**config.mk**
```make
export PLATFORM = sky130hd
export DESIGN_NAME = cmd_rx
export DESIGN_NICKNAME = d
export VERILOG_FILES = /design/src/rtl/cmd_rx.sv
export SDC_FILE = /design/constraint.sdc
export NUM_CORES = 1
export LEC_CHECK = 0
export ABC_AREA = 1
export BUFFER_PORTS_ARGS = -buffer_cell sky130_fd_sc_hd__buf_4
export CAP_MARGIN = 10
export CORE_MARGIN = 2
export CORE_UTILIZATION = 39
export DETAILED_ROUTE_END_ITERATION = 16
export GPL_TIMING_DRIVEN = 0
export PLACE_DENSITY_LB_ADDON = 0.15
export SETUP_SLACK_MARGIN = 0.1
export SYNTH_ARGS = -nofsm -noshare
export SYNTH_HDL_FRONTEND = slang
export SYNTH_SLANG_ARGS = --single-unit
```
**constraint.sdc**
```tcl
create_clock -name clk -period 1.56 [get_ports clk]
set_input_delay 0.078 -clock clk [delete_from_list [all_inputs] [get_ports clk]]
set_output_delay 0.078 -clock clk [all_outputs]
set_load 0.02 [all_outputs]
```
**src/rtl/cmd_rx.sv**
```systemverilog
// UART 8N1 command receiver: assembles two consecutive bytes (high first) into a 16-bit command word.
// A gap longer than TIMEOUT_BITS bit-times or a framing error drops a half-received word.
module cmd_rx #(
    parameter int BAUD_DIV     = 5208,
    parameter int TIMEOUT_BITS = 20
) (
    input  logic        clk,
    input  logic        rst_n,
    input  logic        RX,
    input  logic        clr_cmd_rdy,
    output logic [15:0] cmd,
    output logic        cmd_rdy,
    output logic        frm_err
);

    localparam int          TO_CYC    = TIMEOUT_BITS * BAUD_DIV;
    localparam int          TO_W      = $clog2(TO_CYC + 1);
    localparam logic [15:0] BAUD_FULL = 16'(BAUD_DIV);
    localparam logic [15:0] BAUD_HALF = 16'(BAUD_DIV / 2);

    typedef enum logic [1:0] {IDLE, START, DATA, STOP} rx_state_t;
    typedef enum logic {WAIT_HI, WAIT_LO} asm_state_t;

    rx_state_t   rx_state, rx_next;
    asm_state_t  asm_state, asm_next;

    logic          rx_ff1, rx_ff2, rx_s;
    logic [1:0]    sync_fill;
    logic          armed;
    logic [15:0]   baud_cnt;
    logic          baud_tc;
    logic [2:0]    bit_cnt;
    logic [7:0]    shift_reg;
    logic [7:0]    hi_byte;
    logic          byte_vld;
    logic [TO_W-1:0] to_cnt;
    logic          to_expired;

    logic start_det, shift_en, byte_done, stop_bad;
    logic latch_hi, word_done;

    always_ff @(posedge clk or negedge rst_n) begin
        if (!rst_n) begin
            rx_ff1    <= 1'b1;
            rx_ff2    <= 1'b1;
            sync_fill <= 2'b00;
        end else begin
            rx_ff1    <= RX;
            rx_ff2    <= rx_ff1;
            sync_fill <= {sync_fill[0], 1'b1};
        end
    end

    assign rx_s    = rx_ff2;
    assign baud_tc = (baud_cnt == 16'd1);

    // Start detection is only armed once the line has been seen idle (after reset or a framing error).
    always_ff @(posedge clk or negedge rst_n) begin
        if (!rst_n)
            armed <= 1'b0;
        else if (stop_bad)
            armed <= 1'b0;
        else if (sync_fill[1] && rx_s)
            armed <= 1'b1;
    end

    always_ff @(posedge clk or negedge rst_n) begin
        if (!rst_n) rx_state <= IDLE;
        else        rx_state <= rx_next;
    end

    always_comb begin
        rx_next = rx_state;
        case (rx_state)
            IDLE:  if (armed && !rx_s)                rx_next = START;
            START: if (baud_tc)                       rx_next = rx_s ? IDLE : DATA;
            DATA:  if (baud_tc && bit_cnt == 3'd7)    rx_next = STOP;
            STOP:  if (baud_tc)                       rx_next = IDLE;
            default:                                  rx_next = IDLE;
        endcase
    end

    always_comb begin
        start_det = (rx_state == IDLE) && armed && !rx_s;
        shift_en  = (rx_state == DATA) && baud_tc;
        byte_done = (rx_state == STOP) && baud_tc && rx_s;
        stop_bad  = (rx_state == STOP) && baud_tc && !rx_s;
    end

    always_ff @(posedge clk or negedge rst_n) begin
        if (!rst_n) begin
            baud_cnt  <= 16'd0;
            bit_cnt   <= 3'd0;
            shift_reg <= 8'h00;
            byte_vld  <= 1'b0;
            frm_err   <= 1'b0;
        end else begin
            byte_vld <= byte_done;
            frm_err  <= stop_bad;
            if (start_det)
                baud_cnt <= BAUD_HALF;
            else if ((rx_state == START && baud_tc && !rx_s) || shift_en)
                baud_cnt <= BAUD_FULL;
            else if (baud_cnt != 16'd0)
                baud_cnt <= baud_cnt - 16'd1;
            if (rx_state == START)
                bit_cnt <= 3'd0;
            else if (shift_en)
                bit_cnt <= bit_cnt + 3'd1;
            if (shift_en)
                shift_reg <= {rx_s, shift_reg[7:1]};
        end
    end

    always_ff @(posedge clk or negedge rst_n) begin
        if (!rst_n) asm_state <= WAIT_HI;
        else        asm_state <= asm_next;
    end

    assign to_expired = (asm_state == WAIT_LO) && (to_cnt == '0);

    always_comb begin
        asm_next = asm_state;
        case (asm_state)
            WAIT_HI: if (byte_vld)                     asm_next = WAIT_LO;
            WAIT_LO: if (byte_vld || to_expired || frm_err) asm_next = WAIT_HI;
            default:                                   asm_next = WAIT_HI;
        endcase
    end

    always_comb begin
        latch_hi  = (asm_state == WAIT_HI) && byte_vld;
        word_done = (asm_state == WAIT_LO) && byte_vld;
    end

    // Gap timer runs only while the receiver idles, so a frame in flight never times out.
    always_ff @(posedge clk or negedge rst_n) begin
        if (!rst_n) begin
            to_cnt  <= '0;
            hi_byte <= 8'h00;
            cmd     <= 16'h0000;
            cmd_rdy <= 1'b0;
        end else begin
            if (latch_hi)
                to_cnt <= TO_W'(TO_CYC);
            else if (rx_state == IDLE && to_cnt != '0)
                to_cnt <= to_cnt - TO_W'(1);
            if (latch_hi)
                hi_byte <= shift_reg;
            if (word_done)
                cmd <= {hi_byte, shift_reg};
            if (word_done)
                cmd_rdy <= 1'b1;
            else if (clr_cmd_rdy || latch_hi)
                cmd_rdy <= 1'b0;
        end
    end

endmodule

```
[Yosys cells after proc, flatten, opt, wreduce, memory -nomap -nowiden]
Cells that the tools add are included.
Storage, ports and cells
  logic and storage cells: 78
  flip-flop bits (word level): 79
  input port bits: 4
Operators by class
  add/subtract/negate cells: 3
  reductions and logical operators: 30
  equality and inequality tests: 9
  bitwise logic cells: 1
  muxes and demuxes: 20
Operators by type and width (count)
  $mux W16: 3
  $mux W17: 2
  $logic_not A17 Y1: 1
  $reduce_bool A17 Y1: 1
  $sub A17 B1 Y17 const B: 1
  $eq A16 B1 Y1 const B: 1
  $reduce_bool A16 Y1: 1
  $sub A16 B1 Y16 const B: 1
  $logic_and A1 B1 Y1: 15
  $mux W2: 5
  $ne A2 B2 Y1 const B: 4
  $pmux W2 S4: 1
  $reduce_bool A2 Y1: 4
  $mux W1: 6
  $mux W3: 2
  $eq A2 B2 Y1 const B: 2
  $logic_or A1 B1 Y1: 4
  $reduce_and A4 Y1: 1
  $add A3 B1 Y3 const B: 1
  $eq A3 B3 Y1 const B: 1
  $reduce_bool A3 Y1: 1
  $eq A2 B1 Y1 const B: 1
  $logic_not A2 Y1: 1
  $pmux W1 S2: 1
  other kinds (2): 2

[Logic depth before layout (Yosys ltp)]
  depth in word-level cells: 6
  mapped depth: 10
  depth with buffers taken out: 10

[Worst setup path before layout]
OpenSTA, ideal clock, no wires.
  path type: flip-flop to flip-flop
  start point: register baud_cnt[0]
  end point: register baud_cnt[8]
  buffers on the path: 0
  cell stages (with the launch flop): 9
  slack: 79 ps
  data arrival time: 1362 ps
  data required time: 1442 ps
  setup time: 118 ps
  path through: dfrtp_1 inv_1 ha_1 nand2_1 nor2_1 nand2_2 nand2_1 xor2_1 nor2_1
On the way
  word-level cells in the longest chain between the ends: 6
RTL lines
  from (decl): RTL line 30  | logic [15:0] baud_cnt;
  from (signal assigned): RTL line 105  | baud_cnt <= baud_cnt - 16'd1;
  branches (longest 6 deep; another with $sub A16 B1 Y16)
Several ways; the timed one is not identified. The select of a mux whose other input is x is not followed.
A chain may end at the register's enable or synchronous reset.

[Final worst setup path]
  start point: register baud_cnt[3]
  end point: register shift_reg[1]
On the way
  word-level cells in the longest chain between the ends: 2
RTL lines
  $eq A16 B1 Y1: RTL line 55  | assign baud_tc = (baud_cnt == 16'd1);
  $logic_and A1 B1 Y1: RTL line 85  | shift_en = (rx_state == DATA) && baud_tc;
  to (signal assigned): RTL line 111  | shift_reg <= {rx_s, shift_reg[7:1]};
  to (decl): RTL line 33  | logic [7:0] shift_reg;
Every way passes these cells.

==> impl_metrics.env <==
export IMPL_cts_root_buf="clkbuf_8"
export IMPL_seq_area_frac_synth_pct=49.7
export IMPL_largestRegisters="to_cnt: 17 flops, baud_cnt: 16 flops, cmd: 16 flops"
export IMPL_hpwlAfterDp_um=5770
export IMPL_clock_latency_ns=0.36
export IMPL_die_x_um=105
export IMPL_hold_viol=0
export IMPL_portBuffers=21
export IMPL_syn_inst=461
export IMPL_grt_max_degree=80
export IMPL_synth_cell_type_count=33
export IMPL_failed_checks="negative setup slack"
export IMPL_p_per_area_nw_per_um2=1030
export IMPL_arrival_ns=1.83
export IMPL_yosysTopAreaCell="dfrtp_1"
export IMPL_cp_end_kind="flip-flop"
export IMPL_synthesis_area_um2=3990
export IMPL_wl_per_cell_um=14.4
export IMPL_drv_slew=0
export IMPL_largest_register_ffs=17
export IMPL_synth_warnings=0
export IMPL_grt_pass1_vias=3262
export IMPL_gp_congestion=0.814
export IMPL_final_nets=549
export IMPL_cts_tree="yes"
export IMPL_rsz0062_at_grt="yes"
export IMPL_core_area_um2=9860
export IMPL_crit_type="reg2reg"
export IMPL_dp_cells=615
export IMPL_core_rowCount=36
export IMPL_area_growth_pct=34.9
export IMPL_clockBufferDepth=2
export IMPL_synth_nets=472
export IMPL_cp_required_ns=1.81
export IMPL_vias=3325
export IMPL_viasPerCell=4.92
export IMPL_drt_initial_drc_count=116
export IMPL_cts_inserted_buffers=9
export IMPL_antenna_found_initial=0
export IMPL_path_max_fanout=5
export IMPL_drive_gt1_share_pct=41.4
export IMPL_grt_overflow=0
export IMPL_drv_cap=0
export IMPL_slew_headroom_pct=31.4
export IMPL_initial_core_util_pct=40.4
export IMPL_drtPass1Iterations=4
export IMPL_netlist_area_leader_share_pct=48.4
export IMPL_fillers=882
export IMPL_p_leak_uw=0.00267
export IMPL_drc_errors=0
export IMPL_io_pins=22
export IMPL_clk_pin_slew_ns=0.10
export IMPL_routed_wl_um=9730
export IMPL_holdCritPathClass="reg2reg"
export IMPL_ys_ff_latch=79
export IMPL_grt_pass1_wl_um=15600
export IMPL_yosys_top_cells_area="dfrtp_1 48%, nand2_1 11%, inv_1 5.0%, nor2_1 4.7%, nand3_1 3.9%"
export IMPL_ant_nets=0
export IMPL_fin_ws_ns=-0.0137
export IMPL_antennaDiodeCount=0
export IMPL_tightest_slew_ns=1.03
export IMPL_start_kind="flip-flop"
export IMPL_top_register="to_cnt"
export IMPL_fin_crit_ns=1.57
export IMPL_irDropWorstVdd_mv=0.648
export IMPL_avgSynthCellArea_um2=8.64
export IMPL_max_freq_mhz=635
export IMPL_clock_sinks=79
export IMPL_status="finished with violations"
export IMPL_die_area_um2=11000
export IMPL_report_final_setup_viol=5
export IMPL_clock_skew_ns=0.0182
export IMPL_grt_use_total_pct=17.6
export IMPL_fin_cells=676
export IMPL_h_tree_depth=3
export IMPL_min_period_over_period_pct=101
export IMPL_post_place_ws_ns=-0.106
export IMPL_die_height_um=105
[layout make-up]
class	count	area, um^2	area share [%]
Timing Repair Buffer	66	587	10.9
Buffer	10	98.8	1.84
Multi-Input combinational cell	318	2140	39.7
Inverter	54	213	3.96
Tap cell	133	166	3.10
Sequential cell	79	1990	37.0
Clock inverter	6	51.3	0.954
Clock buffer	10	138	2.56
[worst paths after layout]
kind                           endpoint    startpoint  cells past startpoint  slack [ns]
max reg2reg                shift_reg[1]   baud_cnt[3]                      9       -0.01
max in group asynchronous     to_cnt[3]         rst_n                      2        0.39
max                        shift_reg[1]   baud_cnt[3]                      9       -0.01
min                        sync_fill[1]  sync_fill[0]                      0        0.35
min in group asynchronous  baud_cnt[14]         rst_n                      2        0.38
min reg2reg                sync_fill[1]  sync_fill[0]                      0        0.35
[synth_stat cells]
| master | n |
|---|---|
| nor2_1 | 50 |
| xnor2_1 | 3 |
| a21oi_4 | 1 |
| nand4_1 | 12 |
| dfstp_2 | 2 |
| nand3_2 | 4 |
| buf_2 | 2 |
| o22ai_2 | 1 |
| nor2_4 | 3 |
| dfrtp_1 | 77 |
| nand2_4 | 3 |
| xor2_1 | 4 |
| nand2_2 | 5 |
| conb_1 | 1 |
| nand3_1 | 31 |
| o21ai_0 | 23 |
| nor2_2 | 5 |
| nand2_1 | 121 |
| clkbuf_1 | 4 |
| clkinv_2 | 1 |
| o21ai_2 | 16 |
| nor3_1 | 3 |
| o21ai_1 | 1 |
| nand4_4 | 1 |
| nor2_8 | 1 |
| o211ai_4 | 1 |
| buf_6 | 4 |
| a21oi_1 | 7 |
| ha_1 | 7 |
| nand3b_1 | 5 |
| mux2_2 | 8 |
| inv_1 | 53 |
| o31ai_1 | 1 |
[report_power, final]
part           total (uW)  switching (uW)  internal, uW
registers            2480             238          2240
logic                1600             868           727
clock network        1490             848           642
total                5560            1950          3610
[critical path, stage by stage (launching register included)]
cell       delay [ns]
dfrtp_1          0.47
nor2_4           0.19
nand2_2          0.09
nor2_4           0.18
nand2_4          0.08
inv_4            0.09
nand2_8          0.08
clkbuf_16        0.18
nand2_2          0.05
o21ai_2          0.05
[cell usage in the layout, fill, tap and decap left out, types with 3 or more instances in the layout]
cell type | Yosys | final
nand2_1 | 121 | 95
dfrtp_1 | 77 | 71
buf_4 | 0 | 53
inv_1 | 53 | 43
nor2_1 | 50 | 26
nand3_1 | 31 | 23
nand2_2 | 5 | 22
o21ai_0 | 23 | 20
nor2_4 | 3 | 19
o21ai_2 | 16 | 18
nor2_2 | 5 | 13
nand4_1 | 12 | 12
nand3_2 | 4 | 11
clkbuf_8 | 0 | 10
nand2_4 | 3 | 9
mux2_2 | 8 | 8
inv_2 | 0 | 7
buf_6 | 4 | 7
dfrtp_2 | 0 | 6
nand3b_1 | 5 | 5
a21oi_1 | 7 | 5
inv_4 | 0 | 4
xor2_1 | 4 | 4
ha_4 | 0 | 4
nand2_8 | 0 | 3
nor3_2 | 0 | 3
xnor2_1 | 3 | 3
ha_1 | 7 | 3
clkinv_4 | 0 | 3
dlygate4sd3_1 | 0 | 3
[metal layers]
metal,GRT usage [%],wire length (um),share of wire [%]
met5,0,0,0
met4,5.81,163,1.7
met3,3.81,299,3.1
met2,28.4,4950,51
met1,23.4,4310,44
[cells by family after synthesis]
logic type	after synthesis	synth area share [%]
and+or+nand+nor	244	28.5
AOI/OAI and AO/OA	51	8.85
adders and majority gates	7	2.20
DFF	79	49.7
buffers and inverters	64	6.88
muxes	8	2.26
other	1	0.0941
xor gates and xnor gates	7	1.54
[stage by stage]
step	power (uW)	utilization (%)	area, um^2	setup TNS [ns]	hold WS [ns]
2_1_floorplan	3170	-	3990	0	-0.218
3_3_place_gp	3360	43.7	4310	-1.27	0.187
3_5_place_dp	3390	43.7	4310	-1.60	0.188
4_1_cts	5160	49.9	4920	0	0.358
5_1_grt	5890	54.5	5380	-0.831	0.350
6_report	5560	54.5	5380	-0.0351	0.353
[timing repair]
item                                    in CTS  in global routing
buffers inserted                            26                 12
gates cloned                                 1                  4
endpoints found under the setup margin      56                 55
pin swaps                                   15                 34
endpoints found under the hold margin       79                  0
hold buffers                                 3                  0
gates resized for setup                     59                 84
No activity file was read; power rests on OpenSTA's default activity.
